===== src/rtl/tuple_array_serializer_if.sv =====
// Bundle interface for tuple_array_serializer.
// Carries the captured-frame input side (I0 strobe, I1 tag, I2 mode tuple,
// I3 entry array, I_ready) and the serialized beat stream (O_valid/O_ready,
// O_tag, O_idx, O_B, O_C, O_last, O_drop).
//   master : frame source and beat sink (drives I*, O_ready)
//   slave  : serializer (drives I_ready and O_* beat fields)
interface tuple_array_serializer_if #(
    parameter int N  = 5,
    parameter int W  = 5,
    parameter int IW = $clog2(N)
);
    logic          I0;
    logic [W-1:0]  I1;
    logic          I2_B;
    logic          I2_C;
    logic [N-1:0]  I3_B;
    logic [N-1:0]  I3_C;
    logic          I_ready;
    logic          O_valid;
    logic          O_ready;
    logic [W-1:0]  O_tag;
    logic [IW-1:0] O_idx;
    logic          O_B;
    logic          O_C;
    logic          O_last;
    logic          O_drop;

    modport master (
        output I0, I1, I2_B, I2_C, I3_B, I3_C, O_ready,
        input  I_ready, O_valid, O_tag, O_idx, O_B, O_C, O_last, O_drop
    );

    modport slave (
        input  I0, I1, I2_B, I2_C, I3_B, I3_C, O_ready,
        output I_ready, O_valid, O_tag, O_idx, O_B, O_C, O_last, O_drop
    );
endinterface


===== src/rtl/tuple_array_serializer.sv =====
// tuple_array_serializer
// Captures a tuple-array frame on I0 & I_ready and emits its (B, C) entries
// one per ready/valid beat, tagged with the frame tag, entry index and a last
// flag. I2_B enables compaction (entries with B==0 are skipped), I2_C selects
// reverse scan order. A frame whose mask is empty produces a one-cycle O_drop.
// Ports:
//   CLK        rising-edge clock
//   ASYNCRESET asynchronous active-high reset, aborts any frame in flight
//   bus        tuple_array_serializer_if.slave (frame input + beat stream)
// All outputs come from registers or are decoded from registers only.
//
// state | meaning
// ------+--------------------------------------------------------------
// IDLE  | waiting for a frame; I_ready=1
// SEND  | presenting entry idx_q; advance on O_ready, leave after O_last
module tuple_array_serializer #(
    parameter int N  = 5,
    parameter int W  = 5,
    parameter int IW = $clog2(N)
) (
    input  logic CLK,
    input  logic ASYNCRESET,
    tuple_array_serializer_if.slave bus
);

    typedef enum logic {
        IDLE = 1'b0,
        SEND = 1'b1
    } state_t;

    state_t        state, state_d;
    logic [W-1:0]  tag_q, tag_d;
    logic [N-1:0]  b_q, b_d;
    logic [N-1:0]  c_q, c_d;
    logic [N-1:0]  mask_q, mask_d;
    logic          rev_q, rev_d;
    logic          drop_q, drop_d;
    logic [IW-1:0] idx_q, idx_d;

    logic [N-1:0]  mask_in;
    logic          has_next;
    logic [IW-1:0] next_idx;

    // First set bit of m in scan order (0 upward, or N-1 downward when rev).
    function automatic logic [IW-1:0] scan_first(input logic [N-1:0] m,
                                                 input logic rev);
        logic [IW-1:0] pos;
        logic [IW-1:0] p;
        logic          found;
        pos   = '0;
        found = 1'b0;
        for (int i = 0; i < N; i++) begin
            p = rev ? IW'(N - 1 - i) : IW'(i);
            if (!found && m[p]) begin
                pos   = p;
                found = 1'b1;
            end
        end
        return pos;
    endfunction

    // Next set bit strictly beyond cur in scan order; MSB of result = found.
    function automatic logic [IW:0] scan_next(input logic [N-1:0]  m,
                                              input logic [IW-1:0] cur,
                                              input logic          rev);
        logic [IW-1:0] pos;
        logic [IW-1:0] p;
        logic          found;
        logic          beyond;
        pos   = '0;
        found = 1'b0;
        for (int i = 0; i < N; i++) begin
            p      = rev ? IW'(N - 1 - i) : IW'(i);
            beyond = rev ? (p < cur) : (p > cur);
            if (!found && beyond && m[p]) begin
                pos   = p;
                found = 1'b1;
            end
        end
        return {found, pos};
    endfunction

    assign mask_in              = bus.I2_B ? bus.I3_B : {N{1'b1}};
    assign {has_next, next_idx} = scan_next(mask_q, idx_q, rev_q);

    always_ff @(posedge CLK or posedge ASYNCRESET) begin
        if (ASYNCRESET) begin
            state  <= IDLE;
            tag_q  <= '0;
            b_q    <= '0;
            c_q    <= '0;
            mask_q <= '0;
            rev_q  <= 1'b0;
            drop_q <= 1'b0;
            idx_q  <= '0;
        end else begin
            state  <= state_d;
            tag_q  <= tag_d;
            b_q    <= b_d;
            c_q    <= c_d;
            mask_q <= mask_d;
            rev_q  <= rev_d;
            drop_q <= drop_d;
            idx_q  <= idx_d;
        end
    end

    always_comb begin
        state_d = state;
        tag_d   = tag_q;
        b_d     = b_q;
        c_d     = c_q;
        mask_d  = mask_q;
        rev_d   = rev_q;
        drop_d  = 1'b0;
        idx_d   = idx_q;

        case (state)
            IDLE: begin
                if (bus.I0) begin
                    tag_d  = bus.I1;
                    b_d    = bus.I3_B;
                    c_d    = bus.I3_C;
                    mask_d = mask_in;
                    rev_d  = bus.I2_C;
                    if (mask_in == '0) begin
                        // Nothing to send: stay ready, flag the dropped frame.
                        drop_d = 1'b1;
                    end else begin
                        state_d = SEND;
                        idx_d   = scan_first(mask_in, bus.I2_C);
                    end
                end
            end
            SEND: begin
                if (bus.O_ready) begin
                    if (!has_next) begin
                        state_d = IDLE;
                    end else begin
                        idx_d = next_idx;
                    end
                end
            end
            default: state_d = IDLE;
        endcase
    end

    assign bus.I_ready = (state == IDLE);
    assign bus.O_valid = (state == SEND);
    assign bus.O_tag   = tag_q;
    assign bus.O_idx   = idx_q;
    assign bus.O_B     = b_q[idx_q];
    assign bus.O_C     = c_q[idx_q];
    assign bus.O_last  = (state == SEND) && !has_next;
    assign bus.O_drop  = drop_q;

endmodule


===== src/flat_wrapper.sv =====
// flat-port wrapper written by rule: the top's interface ports become plain ports
module tuple_array_serializer_flat 
#(
    parameter int N  = 5,
    parameter int W  = 5,
    parameter int IW = $clog2(N)
)
  (CLK, ASYNCRESET, bus_I0, bus_I1, bus_I2_B, bus_I2_C, bus_I3_B, bus_I3_C, bus_O_ready, bus_I_ready, bus_O_valid, bus_O_tag, bus_O_idx, bus_O_B, bus_O_C, bus_O_last, bus_O_drop);
  tuple_array_serializer_if #(.N(N), .W(W), .IW(IW)) bus_i ();
  input  logic CLK;
  input  logic ASYNCRESET;
  input wire logic [$bits(bus_i.I0)-1:0] bus_I0;
  input wire logic [$bits(bus_i.I1)-1:0] bus_I1;
  input wire logic [$bits(bus_i.I2_B)-1:0] bus_I2_B;
  input wire logic [$bits(bus_i.I2_C)-1:0] bus_I2_C;
  input wire logic [$bits(bus_i.I3_B)-1:0] bus_I3_B;
  input wire logic [$bits(bus_i.I3_C)-1:0] bus_I3_C;
  input wire logic [$bits(bus_i.O_ready)-1:0] bus_O_ready;
  output wire logic [$bits(bus_i.I_ready)-1:0] bus_I_ready;
  output wire logic [$bits(bus_i.O_valid)-1:0] bus_O_valid;
  output wire logic [$bits(bus_i.O_tag)-1:0] bus_O_tag;
  output wire logic [$bits(bus_i.O_idx)-1:0] bus_O_idx;
  output wire logic [$bits(bus_i.O_B)-1:0] bus_O_B;
  output wire logic [$bits(bus_i.O_C)-1:0] bus_O_C;
  output wire logic [$bits(bus_i.O_last)-1:0] bus_O_last;
  output wire logic [$bits(bus_i.O_drop)-1:0] bus_O_drop;
  assign bus_i.I0 = bus_I0;
  assign bus_i.I1 = bus_I1;
  assign bus_i.I2_B = bus_I2_B;
  assign bus_i.I2_C = bus_I2_C;
  assign bus_i.I3_B = bus_I3_B;
  assign bus_i.I3_C = bus_I3_C;
  assign bus_i.O_ready = bus_O_ready;
  assign bus_I_ready = bus_i.I_ready;
  assign bus_O_valid = bus_i.O_valid;
  assign bus_O_tag = bus_i.O_tag;
  assign bus_O_idx = bus_i.O_idx;
  assign bus_O_B = bus_i.O_B;
  assign bus_O_C = bus_i.O_C;
  assign bus_O_last = bus_i.O_last;
  assign bus_O_drop = bus_i.O_drop;
  tuple_array_serializer #(.N(N), .W(W), .IW(IW)) u_core (.CLK(CLK), .ASYNCRESET(ASYNCRESET), .bus(bus_i));
endmodule

===== config.mk =====
export PLATFORM = sky130hd
export DESIGN_NAME = tuple_array_serializer_flat
export DESIGN_NICKNAME = d
export VERILOG_FILES = /design/src/rtl/tuple_array_serializer_if.sv /design/src/rtl/tuple_array_serializer.sv /design/src/flat_wrapper.sv
export SDC_FILE = /design/constraint.sdc
export NUM_CORES = 1
export LEC_CHECK = 0
export BUFFER_PORTS_ARGS = -buffer_cell sky130_fd_sc_hd__buf_2
export CAP_MARGIN = 0
export CORE_MARGIN = 4
export CORE_UTILIZATION = 53
export CTS_BUF_LIST = sky130_fd_sc_hd__clkbuf_16
export DETAILED_ROUTE_END_ITERATION = 12
export PLACE_DENSITY = 0.85
export SLEW_MARGIN = 15
export SYNTH_ARGS = -nofsm -noshare
export SYNTH_HDL_FRONTEND = slang
export SYNTH_SLANG_ARGS = --single-unit

===== constraint.sdc =====
create_clock -name CLK -period 2.8 [get_ports CLK]
set_input_delay 0.42 -clock CLK [delete_from_list [all_inputs] [get_ports CLK]]
set_output_delay 0.42 -clock CLK [all_outputs]
set_load 0.005 [all_outputs]

# [After elaboration in Yosys (flattened, before gate mapping)]
# Cells that the tools add are included.
# Widths: inputs -> output; s select.
[op_classes] reduce_logical=26 muxes=78 n_lt_le_gt_ge=19 n_eq_ne=4 bitwise=1
[ops] operator="$mux 3" count=18
[ops] operator="$mux 1" count=43
[ops] operator="$lt 3x4->1 const B" count=9
[ops] operator="$bmux 1 s3" count=10
[ops] operator="$logic_and 1x1->1" count=14
[ops] operator="$gt 3x3->1" count=4
[ops] operator="$lt 3x3->1" count=4
[ops] operator="$logic_not 1->1" count=9
[ops] operator="$mux 2" count=4
[ops] operator="$ne 2x2->1 const B" count=4
[ops] operator="$pmux 3 s2" count=1
[ops] operator="$logic_not 5->1" count=1
[ops] operator="$mux 5" count=1
[ops] operator="$reduce_and 4->1" count=1
[ops] operator="$gt 2x3->1 const A" count=1
[ops] operator="$lt 2x3->1 const A" count=1
[ops] operator="$pmux 1 s2" count=1
[ops] operator="$reduce_and 2->1" count=1
[ops] operator="$not 1->1" count=1
[word_totals] in_bits=21 regBits=26 wordCells=136 output_inout_bits=14

# [Logic depth before layout (Yosys ltp)]
# Gate-level depths: netlist (run 1).
[depth] word_depth=31 mapped_depth=8 ltp_nobuf=7

# [Least setup slack after synthesis (run 1)]
# Ideal clock, no wire load.
[synth_timing] kind="flip-flop to flip-flop" start="register u_core.rev_q" end="register u_core.idx_q[0] (netlist: u_core.bus.O_idx[0])" n_path_buf=1 slack_ns=0.610 t_required_ns=2.675 synth_period_minus_slack_ns=2.190 setup_time_ns=0.125 t_arrival_ns=2.065 stages_incl_launch_ff=9 cell_sequence="dfrtp_1 buf_2 inv_1 ha_1 nand2b_1 a21boi_2 nand4b_4 o31ai_4 mux2_4"
[synth_via] elab_chain_len=24 word_cells_on_any_way=53 classes_between="order compare: 8; eq/ne: 1; mux: 30; reduce/logical: 14"
[synth_rtl] element="start, declared" line_no="tuple_array_serializer.sv:36" source="logic rev_q, rev_d;"
[synth_rtl] element="start signal, assigned" line_no="tuple_array_serializer.sv:102" source="rev_q <= rev_d;"
[synth_rtl] element="$mux 3" line_no="tuple_array_serializer.sv:73" source="p = rev ? IW'(N - 1 - i) : IW'(i);"
[synth_rtl] element="$gt 3x3->1 (tied with other cells)" line_no="tuple_array_serializer.sv:74" source="beyond = rev ? (p < cur) : (p > cur);"
[synth_rtl] element="$mux 1, on equally long branches" line_no="tuple_array_serializer.sv:74, tuple_array_serializer.sv:75"
[synth_rtl] element="$logic_and 1x1->1" line_no="tuple_array_serializer.sv:75" source="if (!found && beyond && m[p]) begin"
[synth_rtl] element="$mux 1" line_no="tuple_array_serializer.sv:75"
[synth_rtl] element="$logic_not 1->1" line_no="tuple_array_serializer.sv:75"
[synth_rtl] element="$logic_and 1x1->1 (2 in a row)" line_no="tuple_array_serializer.sv:75"
[synth_rtl] element="$mux 1" line_no="tuple_array_serializer.sv:75"
[synth_rtl] element="(+5 left out)"
[synth_rtl] element="$logic_and 1x1->1 (2 in a row)" line_no="tuple_array_serializer.sv:75"
[synth_rtl] element="$mux 1" line_no="tuple_array_serializer.sv:75"
[synth_rtl] element="$logic_not 1->1" line_no="tuple_array_serializer.sv:75"
[synth_rtl] element="$logic_and 1x1->1 (2 in a row)" line_no="tuple_array_serializer.sv:75"
[synth_rtl] element="$mux 3" line_no="tuple_array_serializer.sv:75"
[synth_rtl] element="$mux 3" line_no="tuple_array_serializer.sv:137" source="if (!has_next) begin"
[synth_rtl] element="$mux 3" line_no="tuple_array_serializer.sv:136" source="if (bus.O_ready) begin"
[synth_rtl] element="$pmux 3 s2" line_no="tuple_array_serializer.sv:118" source="case (state)"
[synth_rtl] element="end signal, assigned" line_no="tuple_array_serializer.sv:104" source="idx_q <= idx_d;"
[synth_rtl] element="end, declared" line_no="tuple_array_serializer.sv:38" source="logic [IW-1:0] idx_q, idx_d;"
# Several ways; a longest one is shown, not always the timed one. The select of a mux whose other input is x is not followed.
# A chain may end at the register's enable or synchronous reset.

# [Worst setup path after layout (run 1)]
[layout_timing] start="register u_core.idx_q[2] (netlist: u_core.bus.O_idx[2])" end="output bus_O_last"
[layout_via] elab_chain_len=22 word_cells_on_any_way=35 classes_between="order compare: 10; mux: 10; reduce/logical: 15"
[layout_rtl] element="$gt 3x3->1 or $lt 3x3->1 (tied branches)" line_no="tuple_array_serializer.sv:74"
[layout_rtl] element="$mux 1" line_no="tuple_array_serializer.sv:74"
[layout_rtl] element="$logic_and 1x1->1" line_no="tuple_array_serializer.sv:75"
[layout_rtl] element="$mux 1" line_no="tuple_array_serializer.sv:75"
[layout_rtl] element="$logic_not 1->1" line_no="tuple_array_serializer.sv:75"
[layout_rtl] element="$logic_and 1x1->1 (2 in a row)" line_no="tuple_array_serializer.sv:75"
[layout_rtl] element="$mux 1" line_no="tuple_array_serializer.sv:75"
[layout_rtl] element="$logic_not 1->1" line_no="tuple_array_serializer.sv:75"
[layout_rtl] element="(+3 left out)"
[layout_rtl] element="$logic_not 1->1" line_no="tuple_array_serializer.sv:75"
[layout_rtl] element="$logic_and 1x1->1 (2 in a row)" line_no="tuple_array_serializer.sv:75"
[layout_rtl] element="$mux 1" line_no="tuple_array_serializer.sv:75"
[layout_rtl] element="$logic_not 1->1" line_no="tuple_array_serializer.sv:75"
[layout_rtl] element="$logic_and 1x1->1 (2 in a row)" line_no="tuple_array_serializer.sv:75"
[layout_rtl] element="$mux 1 *" line_no="tuple_array_serializer.sv:75"
[layout_rtl] element="$logic_not 1->1 *"
[layout_rtl] element="$logic_and 1x1->1 *" line_no="tuple_array_serializer.sv:154" source="assign bus.O_last = (state == SEND) && !has_next;"
[layout_rtl] element="end, declared" line_no="flat_wrapper.sv:25" source="output wire logic [$bits(bus_i.O_last)-1:0] bus_O_last;"
# Mark *: on every way between the ends. The rest lies on a longest branch, timed or not.

==> impl_summary.md, run 1 <==
Outcome
The run finished with clean final reports.

Floorplan
The floorplan step set the die height to 61.6 um. The effective utilization at floorplan is 55.2%. The die span in x is 61.6 um. In this run the core area contains 19 standard-cell rows. The core region area is 2760 um2. The die covers 3790 um2. The number of top-level pins is 35.

Final layout
From synthesis to final layout, the design area changed by 19.1%. Leaving out fill and tap cells, the most frequent cell in the layout is sky130_fd_sc_hd__buf_2. The total inserted antenna cells is 0. The share of layout cells above drive strength 1 is 40.0%. For this run, the number of standard cells in the final layout without fillers is roughly 200.

Leaving out fill and tap cells, the most frequent cells in the layout are sky130_fd_sc_hd__buf_2 (34), sky130_fd_sc_hd__dfrtp_1 (26), sky130_fd_sc_hd__nand2_1 (17). Cells fill 65.7% of the core in the end. The number of nets in the finished design is 196.

Drt
After the first detailed-routing iteration, the DRC count stood at 44. The number of remaining DRC errors is 0. After detailed routing, the total wire length is 3.43 mm. The routed layout has around 1200 vias.

For this run, the detailed router's first-pass iteration total came to 5. The number of nets still failing antenna checks after routing is 0. The via density per instance is ~6.0. After detailed routing, the average wire length per cell comes to approximately 17 um.

Synthesis
The largest family of logic cells by synthesized area is multiplexers. The synthesized netlist devotes 0% of its cell area to XOR and XNOR gates. Synthesis handed over a netlist of 137 instances. The count of cell types in the netlist is 44.

The number of warnings issued by yosys is 0. The fraction of synthesized area in multiplexers is 16.9%. The area share of and/or/nand/nor cells after synthesis is 16.7%.

The cell area that synthesis handed to floorplanning was approximately 1500 um2. The adder-cell share of the synthesized area is 3.29%. The synthesized design contains 26 register bits. Counting flops with an async set or reset pin after synthesis yields a share of between 90% and 100%. The most instantiated flip-flop cell in the synthesis netlist is sky130_fd_sc_hd__dfrtp_1. After synthesis, the mean cell area works out to 11.1 um2. The sequential fraction of the synthesis area is 42.7%. The number of enable flip-flop cells after synthesis is 0. The number of nets handed over by synthesis was 162. The fraction of the mapped netlist area in compound gates is 16.6%.

Global route
The first global-routing pass estimated 5.58 mm of wire. The global-route usage over all layers is 20.2%. The initial antenna violation count came to 0.

Summed over all layers, the global routing overflow is 0. The pin count of the biggest net entering global routing is 29. The number of global-route vias before repair is between 1000 and 1500.

Clock network
The number of H-tree levels is 1. The number of hold-repair buffers added at the cts stage is 0. Once the clock tree was built, the setup fixing pass inserted 0 buffers. The number of gates given a new drive strength after cts is 0. The clock net in this run drives a total of 26 sinks. TritonCTS built the clock tree.

The clock passes through at most 2 buffers. Clock-pin slew was measured on the worst setup and hold paths at 0.07 ns. The total CTS buffers is 3. The clock reaches the later pin of the worst-skew pair after 0.26 ns. CTS placed an instance of sky130_fd_sc_hd__clkbuf_16 at the clock tree root.

Timing
Headroom to the max-slew limit came out at 35.3%. Setup repair after global routing left no endpoint under its margin. The time the final worst path needs with I/O delays and setup is about 2.6 ns.

Setup violations remaining at the end of the flow were counted as 0. The worst hold slack is 0.373 ns. The portion of the clock cycle consumed by the worst path in the final layout is 94.6%. The measured slew at the worst slew-check pin is 0.969 ns. The clock skew is 0.00205 ns. The count of final hold-check violations was 0. The achievable clock frequency is between 300 and 400 MHz.

The max-slew violation total from the final report is 0. For the final routed database, the setup TNS stands at 0 ns.

Placed design
The count of input and output buffers is 34. Once detailed placement completed, the half-perimeter wirelength came to 2.47 mm. The placer's final routability congestion estimate is 0.956. In this run, placement finished with an instance count of between 150 and 200.

Min path
The min-delay analysis places its worst path in the category input port to asynchronous set/reset pin.

Power and ir drop
The power density relative to cell area is 1210 nW/um2. The post-layout total power is 2.19 mW. Summed over all cells, the static leakage comes to 0.854 nW. VDD sags by at most 0.957 mV.

Run
The number of maximum-capacitance violations is 0.

Critical path
The worst setup path is captured at an output pin. The arrival time of the worst setup path is 2.23 ns. The worst-path maximum fanout is 11.

The type of origin of the critical path is a flip-flop. For the worst setup path, the data required time is 2.38 ns. The worst setup path is of the flip-flop to output pin kind.
## sequential cells by signal, indices dropped and copies added (netlist names)
register / cells
u_core.b_q: 5
u_core.c_q: 5
u_core.rev_q: 1
u_core.mask_q: 5
u_core.bus.O_idx: 3
u_core.bus.O_drop: 1
u_core.bus.O_tag: 5
u_core.bus.O_valid: 1
## metal layers
metal	track usage, %	vias to the layer above	wire (um)
met5	0	-	0
met4	7.88	0	81
met3	4.19	13	214
met2	34.8	54	1790
met1	24.5	576	1340
li1	-	565	-
## Yosys cell counts, types with 2 or more instances
library cell               instances  area [um2]
sky130_fd_sc_hd__nand2b_1          4        25.0
sky130_fd_sc_hd__a21oi_1           6        30.0
sky130_fd_sc_hd__ha_1              4        50.1
sky130_fd_sc_hd__nand2_1          17        63.8
sky130_fd_sc_hd__mux2_2           16         180
sky130_fd_sc_hd__nor3_1            2        10.0
sky130_fd_sc_hd__dfrtp_1          26         651
sky130_fd_sc_hd__mux2_4            3        45.0
sky130_fd_sc_hd__nand3b_1          2        15.0
sky130_fd_sc_hd__nor2_1            5        18.8
sky130_fd_sc_hd__inv_1             5        18.8
sky130_fd_sc_hd__o21ai_0           5        25.0
sky130_fd_sc_hd__buf_2             3        15.0
sky130_fd_sc_hd__and3b_1           2        17.5
sky130_fd_sc_hd__clkbuf_1          2        7.51
sky130_fd_sc_hd__nor4b_1           2        17.5
sky130_fd_sc_hd__o32a_1            2        20.0
sky130_fd_sc_hd__nor2b_1           5        31.3
## layout make-up
class | instances | area, um2
multi-input cells | 99 | 815
flip-flops and latches | 26 | 651
inverters | 5 | 18.8
clock buffers | 3 | 75.1
fillers | 179 | 945
repair buffers | 36 | 185
well taps | 31 | 38.8
clock inverters | 1 | 30.0
## cell families (layout without fill, tap and decap cells)
family / count (synthesis) / in the layout
adder cells (fa/ha/maj): 4 / 4
multiplexers: 21 / 21
flip-flops: 26 / 26
AO/OA/AOI/OAI: 30 / 30
AND/OR/NAND/NOR: 44 / 44
buffers and inverters: 12 / 45
## where the power goes
part	total (mW)	switching, mW	internal (mW)
Clock	0.417	0.132	0.285
Sequential	0.724	0.168	0.556
Combinational	1.05	0.507	0.543
Total	2.19	0.808	1.38
## through the flow
stage | setup slack [ns] | cell area [um2]
final | 0.152 | 1810
after global routing | 0.0374 | 1810
after CTS | 0.181 | 1810
after detailed placement | 0.381 | 1710
after global placement | 0.522 | 1710
after floorplan | 0.610 | 1520
## worst paths after layout
| path | startpoint | endpoint | slack, ns | cells after the start |
|---|---|---|---|---|
| worst max-delay path | u_core.bus.O_idx[2] | bus_O_last | 0.15 | 6 |
| worst min-delay path | ASYNCRESET | u_core.b_q[0] | 0.37 | 2 |
| worst max register to register | u_core.bus.O_idx[2] | u_core.bus.O_idx[0] | 0.38 | 6 |
| worst min register to register | u_core.bus.O_tag[1] | u_core.bus.O_tag[1] | 0.51 | 1 |
| max in group asynchronous | ASYNCRESET | u_core.b_q[3] | 1.84 | 2 |
| min in group CLK | bus_I1[2] | u_core.bus.O_tag[2] | 0.39 | 2 |
## worst max-delay path: stages (launching register included)
cell	delay (ns)
sky130_fd_sc_hd__dfrtp_1	0.55
sky130_fd_sc_hd__inv_1	0.18
sky130_fd_sc_hd__ha_1	0.38
sky130_fd_sc_hd__o32ai_2	0.36
sky130_fd_sc_hd__nand2_1	0.20
sky130_fd_sc_hd__nor3_1	0.16
sky130_fd_sc_hd__buf_2	0.14
No activity file was read; power rests on OpenSTA's default activity.
==> run 2: changes to the inputs <==
--- a/config.mk
+++ b/config.mk
@@ -6,13 +6,12 @@
 export NUM_CORES = 1
 export LEC_CHECK = 0
 export BUFFER_PORTS_ARGS = -buffer_cell sky130_fd_sc_hd__buf_2
-export CAP_MARGIN = 0
-export CORE_MARGIN = 4
+export CAP_MARGIN = 20
 export CORE_UTILIZATION = 53
 export CTS_BUF_LIST = sky130_fd_sc_hd__clkbuf_16
 export DETAILED_ROUTE_END_ITERATION = 12
 export PLACE_DENSITY = 0.85
-export SLEW_MARGIN = 15
+export SLEW_MARGIN = 25
 export SYNTH_ARGS = -nofsm -noshare
 export SYNTH_HDL_FRONTEND = slang
 export SYNTH_SLANG_ARGS = --single-unit
==> run 2 against run 1 <==
Net effect: count of clock-buffer cells in the layout did not move; routed wire length is 5.5% lower; largest power group unchanged; sequential share of layout area is essentially flat; critical endpoint unchanged; worst setup slack gained 0.064 ns.
==> impl_summary.md, run 2 (synthesized netlist as in run 1, its figures left out) <==
Run
The number of maximum-capacitance violations is 0 (unchanged).

Floorplan
The effective utilization at floorplan is 55.7% (+0.48 points). The overall die area is 3090 um2 (-19%). The floorplan row count is 19 (unchanged). The core region area came to 2730 um2 (-0.86%).

The die span in x came to 55.6 um (-9.7%). The number of top-level pins is 35 (unchanged). The y dimension of the die was 55.6 um (-9.7%).

Final layout
The utilization of the core after routing is 66.4% (+0.62 points). The number of nets in the finished design came to 196 (unchanged). The post-synthesis to final-layout area growth is 19.1% (about the same). The total inserted antenna cells is 0 (unchanged). The share of layout cells above drive strength 1 is 41.2% (+1.2 points). Leaving out fill and tap cells, the most frequent cells in the layout are sky130_fd_sc_hd__buf_2 (34), sky130_fd_sc_hd__dfrtp_1 (25), sky130_fd_sc_hd__nand2_1 (17). The count of non-filler cells in the finished layout came to 201 (unchanged). The final instance area is 1810 um2 (about the same). The leading cell type in the layout, fill and taps excluded is sky130_fd_sc_hd__buf_2.

Timing
The portion of the clock cycle consumed by the worst path in the final layout is 92.3% (-2.3 points). The count of final hold-check violations came to 0 (unchanged). The clock skew is 0.00165 ns (-0.000398 ns). The final worst slack was 0.216 ns (+0.0638 ns). The final count of negative-setup-slack endpoints is 0 (unchanged). The measured slew at the worst slew-check pin is 0.535 ns (-0.434 ns).

The worst hold slack is 0.194 ns (-0.179 ns). Setup repair after global routing left no endpoint under its margin. The max-slew violation total from the final report was 0 (unchanged). The achievable clock frequency is 387 MHz (+2.5%).

The total negative slack for setup checks is 0 ns (unchanged). The time the final worst path needs with I/O delays and setup is 2.58 ns (-0.0638 ns). The max-slew headroom at the worst pin is 64.3% (+29 points).

Power and ir drop
The post-layout total power was 2.20 mW (+0.32%). The static leakage is 0.852 nW (-0.29%). The worst vdd rail ir drop is 0.962 mV (+0.53%). The power density relative to cell area is 1210 nW/um2 (+0.25%). The part of the power in the clock network is 18.9% (about the same). The share of power burned in combinational logic is 48.2% (+0.3 points). The switching portion of total power is 37.0% (+0.11 points). The cell internal power dissipation is 1.39 mW (+0.14%). The proportion of power drawn by flip-flops and latches is 32.9% (about the same). The switching power summed over all nets is 0.813 mW (+0.63%).

Clock network
The total CTS buffers is 3 (unchanged). The clock root buffer is sky130_fd_sc_hd__clkbuf_16. The clock-pin slew on the worst setup and hold paths is 0.06 ns (about the same). The clock tree from TritonCTS is yes.

The clock tree buffer depth is 2 (unchanged). The number of H-tree levels is 1 (unchanged). The clock latency on the worst-skew pair is 0.26 ns (about the same).

The number of sinks on the clock net is 26 (unchanged). The post-CTS repair timing setup buffer count is 0 (unchanged).

Drt
The via density per instance is 6.00 (-0.17%). The number of violations reported at the end of detailed-routing iteration 0 is 25 (-43%). The number of vias after detailed routing is 1206 (-0.17%). The number of search-and-repair iterations in the first detailed-routing pass is 4 (-1). The final routed wire length divided by cell count is 16.1 um (-5.5%). The final routed wirelength across all metal layers was 3.24 mm (-5.5%). The number of remaining DRC errors was 0 (unchanged). The number of nets still failing antenna checks after routing came to 0 (unchanged).

Critical path
The arrival time of the worst setup path is 2.16 ns (-0.07 ns). In this run the critical register-to-register path is launched from u_core.bus.O_idx[2]. The worst endpoint required time is 2.38 ns (about the same). The worst register-to-register path ends at u_core.bus.O_idx[2]. The worst-path maximum fanout is 11 (unchanged). The type of the setup path with the least slack is flip-flop to output pin. The type of origin of the critical path is a flip-flop. The category of the worst setup path capture point is an output pin. The count of cells along the worst register-to-register path came to 6 (unchanged). The register-to-register path setup slack is 0.47 ns (+0.09 ns).

Placed design
The cell area after placement came to 1710 um2 (unchanged). The placer's final routability congestion estimate came to 0.835 (-13%). The total instance count after detailed placement is 197 (unchanged). The total half-perimeter wirelength after legalization and detailed placement was 2.38 mm (-3.5%).

The count of input and output buffers came to 34 (unchanged). The worst slack at placement is 0.410 ns (+0.0298 ns).

Global route
The number of global-route vias before repair was 1245 (+3.5%). The remaining global-route overflow is 0 (unchanged). The initial antenna violation count is 0 (unchanged). The pin count of the biggest net entering global routing is 29 (unchanged). The global-route usage over all layers is 23.6% (+3.5 points). The global-route wire length before repair is 5.71 mm (+2.5%).

Outcome
The flow ran to the end, and the final reports show no timing, DRC or antenna violations.

Min path
The class of the most critical hold timing path is input port to asynchronous set/reset pin.
## run 2: cell counts in the layout (fill, tap and decap cells not counted)
Identical to the previous run, type by type.
## run 2: routing by layer
layer / up-vias / global-route usage (%) / part of all wire [%]
li1: 562 / - / -
met1: 593 / 29.4 / 41
met2: 41 / 39.6 / 52
met3: 10 / 4.19 / 4.8
met4: 0 / 11.8 / 2.2
met5: - / 0 / 0
## run 2: worst max-delay path: stages, from the launching register on
cell and delay, ns:
sky130_fd_sc_hd__dfrtp_2 0.47, sky130_fd_sc_hd__inv_1 0.14, sky130_fd_sc_hd__ha_1 0.37, sky130_fd_sc_hd__o32ai_2 0.39, sky130_fd_sc_hd__nand2_1 0.21, sky130_fd_sc_hd__nor3_1 0.18
sky130_fd_sc_hd__buf_2 0.14
## run 2: power by group through the flow
stage / clock, mW / combinational [mW] / sequential, mW
after floorplan: 0 / 0.822 / 0.658
after global placement: 0 / 0.994 / 0.707
after detailed placement: 0 / 1.04 / 0.721
after CTS: 0.420 / 1.06 / 0.719
after global routing: 0.427 / 1.16 / 0.747
final: 0.415 / 1.06 / 0.724
## run 2: final cells by class
cell class	instances	area (um2)
repair buffers	36	185
clock buffers	3	75.1
well taps	31	38.8
multi-input cells	99	815
clock inverters	1	30.0
inverters	5	18.8
flip-flops and latches	26	652
fillers	183	920
## run 2: worst max-delay path by stage
stage | start | to | slack (ns) | depth (start not counted)
finish | u_core.bus.O_idx[2] | bus_O_last | 0.22 | 6
global route | u_core.bus.O_idx[2] | bus_O_last | 0.08 | 6
CTS | u_core.bus.O_idx[2] | bus_O_last | 0.11 | 6
detailed placement | u_core.bus.O_idx[2] | u_core.bus.O_idx[1] | 0.41 | 6
global placement | u_core.bus.O_idx[2] | u_core.bus.O_idx[0] | 0.52 | 6
floorplan | u_core.rev_q | u_core.bus.O_idx[0] | 0.61 | 8
## run 2: repair_timing
| action | in CTS | in global routing |
|---|---|---|
| endpoints found under the hold margin | 0 | 0 |
| endpoints found under the setup margin | 0 | 1 |
| hold buffers | 0 | 0 |
| resized for setup | 0 | 1 |
==> run 3: changes to the inputs <==
--- a/config.mk
+++ b/config.mk
@@ -7,6 +7,7 @@
 export LEC_CHECK = 0
 export BUFFER_PORTS_ARGS = -buffer_cell sky130_fd_sc_hd__buf_2
 export CAP_MARGIN = 20
+export CORE_MARGIN = 4
 export CORE_UTILIZATION = 53
 export CTS_BUF_LIST = sky130_fd_sc_hd__clkbuf_16
 export DETAILED_ROUTE_END_ITERATION = 12
==> run 3 against run 2 <==
Net effect: routed wire length is 5.6% higher; count of clock-buffer cells in the layout stayed put; sequential power hardly changed; via count fell by 1.0%; critical path type unchanged; highest routed layer unchanged.
==> impl_summary.md, run 3 (synthesized netlist as in run 1, its figures left out) <==
Outcome
The run finished with clean final reports.

Min path
The class of the most critical hold timing path is input port to asynchronous set/reset pin.

Global route
The met2 layer usage reported by global route is 34.8% (-4.8 points). The pin count of the biggest net entering global routing is 29 (unchanged). The number of global-route vias before repair was 1203 (-3.4%). The met1 layer usage reported by global route is 24.5% (-4.9 points). met2 is the most crowded layer. The met3 routing resource usage after global routing is 4.19% (+0.0068 points). The remaining global-route overflow is 0 (unchanged). The global-route usage over all layers is 20.2% (-3.5 points). The global-route wire length before repair was 5.58 mm (-2.4%). The initial antenna violation count is 0 (unchanged).

Clock network
The number of gates given a new drive strength after cts was 0 (unchanged). The clock-pin slew on the worst setup and hold paths is 0.07 ns (about the same). The number of H-tree levels is 1 (unchanged).

The number of hold-repair buffers added at the cts stage is 0 (unchanged). The number of sinks on the clock net is 26 (unchanged). The post-CTS repair timing setup buffer count is 0 (unchanged).

The total CTS buffers came to 3 (unchanged). The clock root buffer is sky130_fd_sc_hd__clkbuf_16. The clock tree buffer depth came to 2 (unchanged).

The clock tree from TritonCTS is yes. The clock latency on the worst-skew pair is 0.26 ns (about the same).

Final layout
The post-synthesis to final-layout area growth is 19.1% (about the same). The total inserted antenna cells is 0 (unchanged). The number of nets in the finished design was 196 (unchanged). The top cell types in the final layout, fill and taps aside, are sky130_fd_sc_hd__buf_2 (34), sky130_fd_sc_hd__dfrtp_1 (26), sky130_fd_sc_hd__nand2_1 (17). The leading cell type in the layout, fill and taps excluded is sky130_fd_sc_hd__buf_2. The share of layout cells above drive strength 1 is 40.6% (-0.59 points).

Critical path
The worst endpoint required time came to 2.38 ns (about the same). The critical register-to-register path startpoint is u_core.bus.O_idx[2]. The worst setup path is of the flip-flop to output pin kind. The worst-path maximum fanout is 11 (unchanged). The critical path starts at u_core.bus.O_idx[2]. The category of the worst setup path capture point is an output pin. The arrival time of the worst setup path is 2.22 ns (+0.06 ns). STA classifies the critical path startpoint as a flip-flop.

Placed design
The placer's final routability congestion estimate is 0.956 (+15%). The count of input and output buffers is 34 (unchanged). The total half-perimeter wirelength after legalization and detailed placement is 2.47 mm (+3.6%).

Drt
The number of nets still failing antenna checks after routing was 0 (unchanged). The number of search-and-repair iterations in the first detailed-routing pass was 4 (unchanged). The number of remaining DRC errors is 0 (unchanged). The number of vias after detailed routing came to 1194 (-1.0%). The final routed wire length divided by cell count is 17.0 um (+5.6%). The number of violations reported at the end of detailed-routing iteration 0 is 47 (+88%). The final routed wirelength across all metal layers is 3.42 mm (+5.6%). The via density per instance is 5.94 (-1.0%).

Floorplan
The number of top-level pins is 35 (unchanged). The y dimension of the die is 61.6 um (+11%). The die span in x is 61.6 um (+11%). The overall die area was 3790 um2 (+23%).

The floorplan row count is 19 (unchanged). The effective utilization at floorplan was 55.2% (-0.48 points). The core region area is 2760 um2 (+0.87%).

Timing
Setup repair after global routing left no endpoint under its margin. The worst hold slack is 0.195 ns (+0.00126 ns). The time the final worst path needs with I/O delays and setup is 2.64 ns (+0.0555 ns). The measured slew at the worst slew-check pin is 0.610 ns (+0.0754 ns). The final count of negative-setup-slack endpoints was 0 (unchanged). The max-slew headroom at the worst pin is 58.9% (-5.4 points).

The clock skew is 0.00258 ns (+0.000924 ns). The achievable clock frequency is 379 MHz (-2.1%). The max-slew violation total from the final report is 0 (unchanged). The count of final hold-check violations is 0 (unchanged).

The portion of the clock cycle consumed by the worst path in the final layout is 94.3% (+2.0 points). The total negative slack for setup checks is 0 ns (unchanged).

Power and ir drop
The power density relative to cell area is 1210 nW/um2 (-0.45%). The worst vdd rail ir drop was 0.955 mV (-0.74%). The static leakage is 0.853 nW (+0.16%).

Run
The number of maximum-capacitance violations was 0 (unchanged).
-- run 3: cell count changes in the layout (fill, tap and decap cells not counted) --
cell and delta:
sky130_fd_sc_hd__dfrtp_1 +1, sky130_fd_sc_hd__dfrtp_2 -1
-- run 3: layer usage --
layer	up-vias	part of all wire (%)
met4	0	2.2
met3	11	6.1
li1	568	-
met1	576	40
met5	-	0
met2	39	52
-- run 3: power by group --
part / internal, mW / switching (mW)
clock network: 0.284 / 0.131
registers: 0.556 / 0.167
logic: 0.543 / 0.506
-- run 3: through the flow --
step / std cells / worst slack [ns] / cell area, um2 / power, mW / util (%)
6_report: 201 / 0.161 / 1810 / 2.19 / 65.7
5_1_grt: 201 / 0.0374 / 1810 / 2.32 / 65.7
4_1_cts: 201 / 0.181 / 1810 / 2.19 / 65.7
3_5_place_dp: 197 / 0.381 / 1710 / 1.77 / 61.9
3_3_place_gp: 197 / 0.522 / 1710 / 1.70 / 61.9
2_1_floorplan: 137 / 0.610 / 1520 / 1.48 / -
-- run 3: area by class of cell --
| cell class | count | area (um2) |
|---|---|---|
| clock inverter | 1 | 30.0 |
| clock buffer | 3 | 75.1 |
| inverter | 5 | 18.8 |
| sequential | 26 | 651 |
| tap | 31 | 38.8 |
| timing repair buffer | 36 | 185 |
| multi-input combinational | 99 | 815 |
| fill | 179 | 945 |
-- run 3: path summary, 6_finish.rpt --
kind | endpoint | slack (ns) | depth (start not counted)
worst max-delay path | bus_O_last | 0.16 | 6
worst min-delay path | u_core.b_q[0] | 0.19 | 2
worst max register to register | u_core.bus.O_idx[0] | 0.38 | 6
worst min register to register | u_core.bus.O_tag[1] | 0.51 | 1
max in group asynchronous | u_core.b_q[3] | 2.25 | 2
min in group CLK | u_core.bus.O_tag[2] | 0.39 | 2
-- run 3: critical path: stages, from the launching register on --
cell and delay, ns:
sky130_fd_sc_hd__dfrtp_1 0.54, sky130_fd_sc_hd__inv_1 0.18, sky130_fd_sc_hd__ha_1 0.38, sky130_fd_sc_hd__o32ai_2 0.36, sky130_fd_sc_hd__nand2_1 0.20, sky130_fd_sc_hd__nor3_1 0.16, sky130_fd_sc_hd__buf_2 0.14
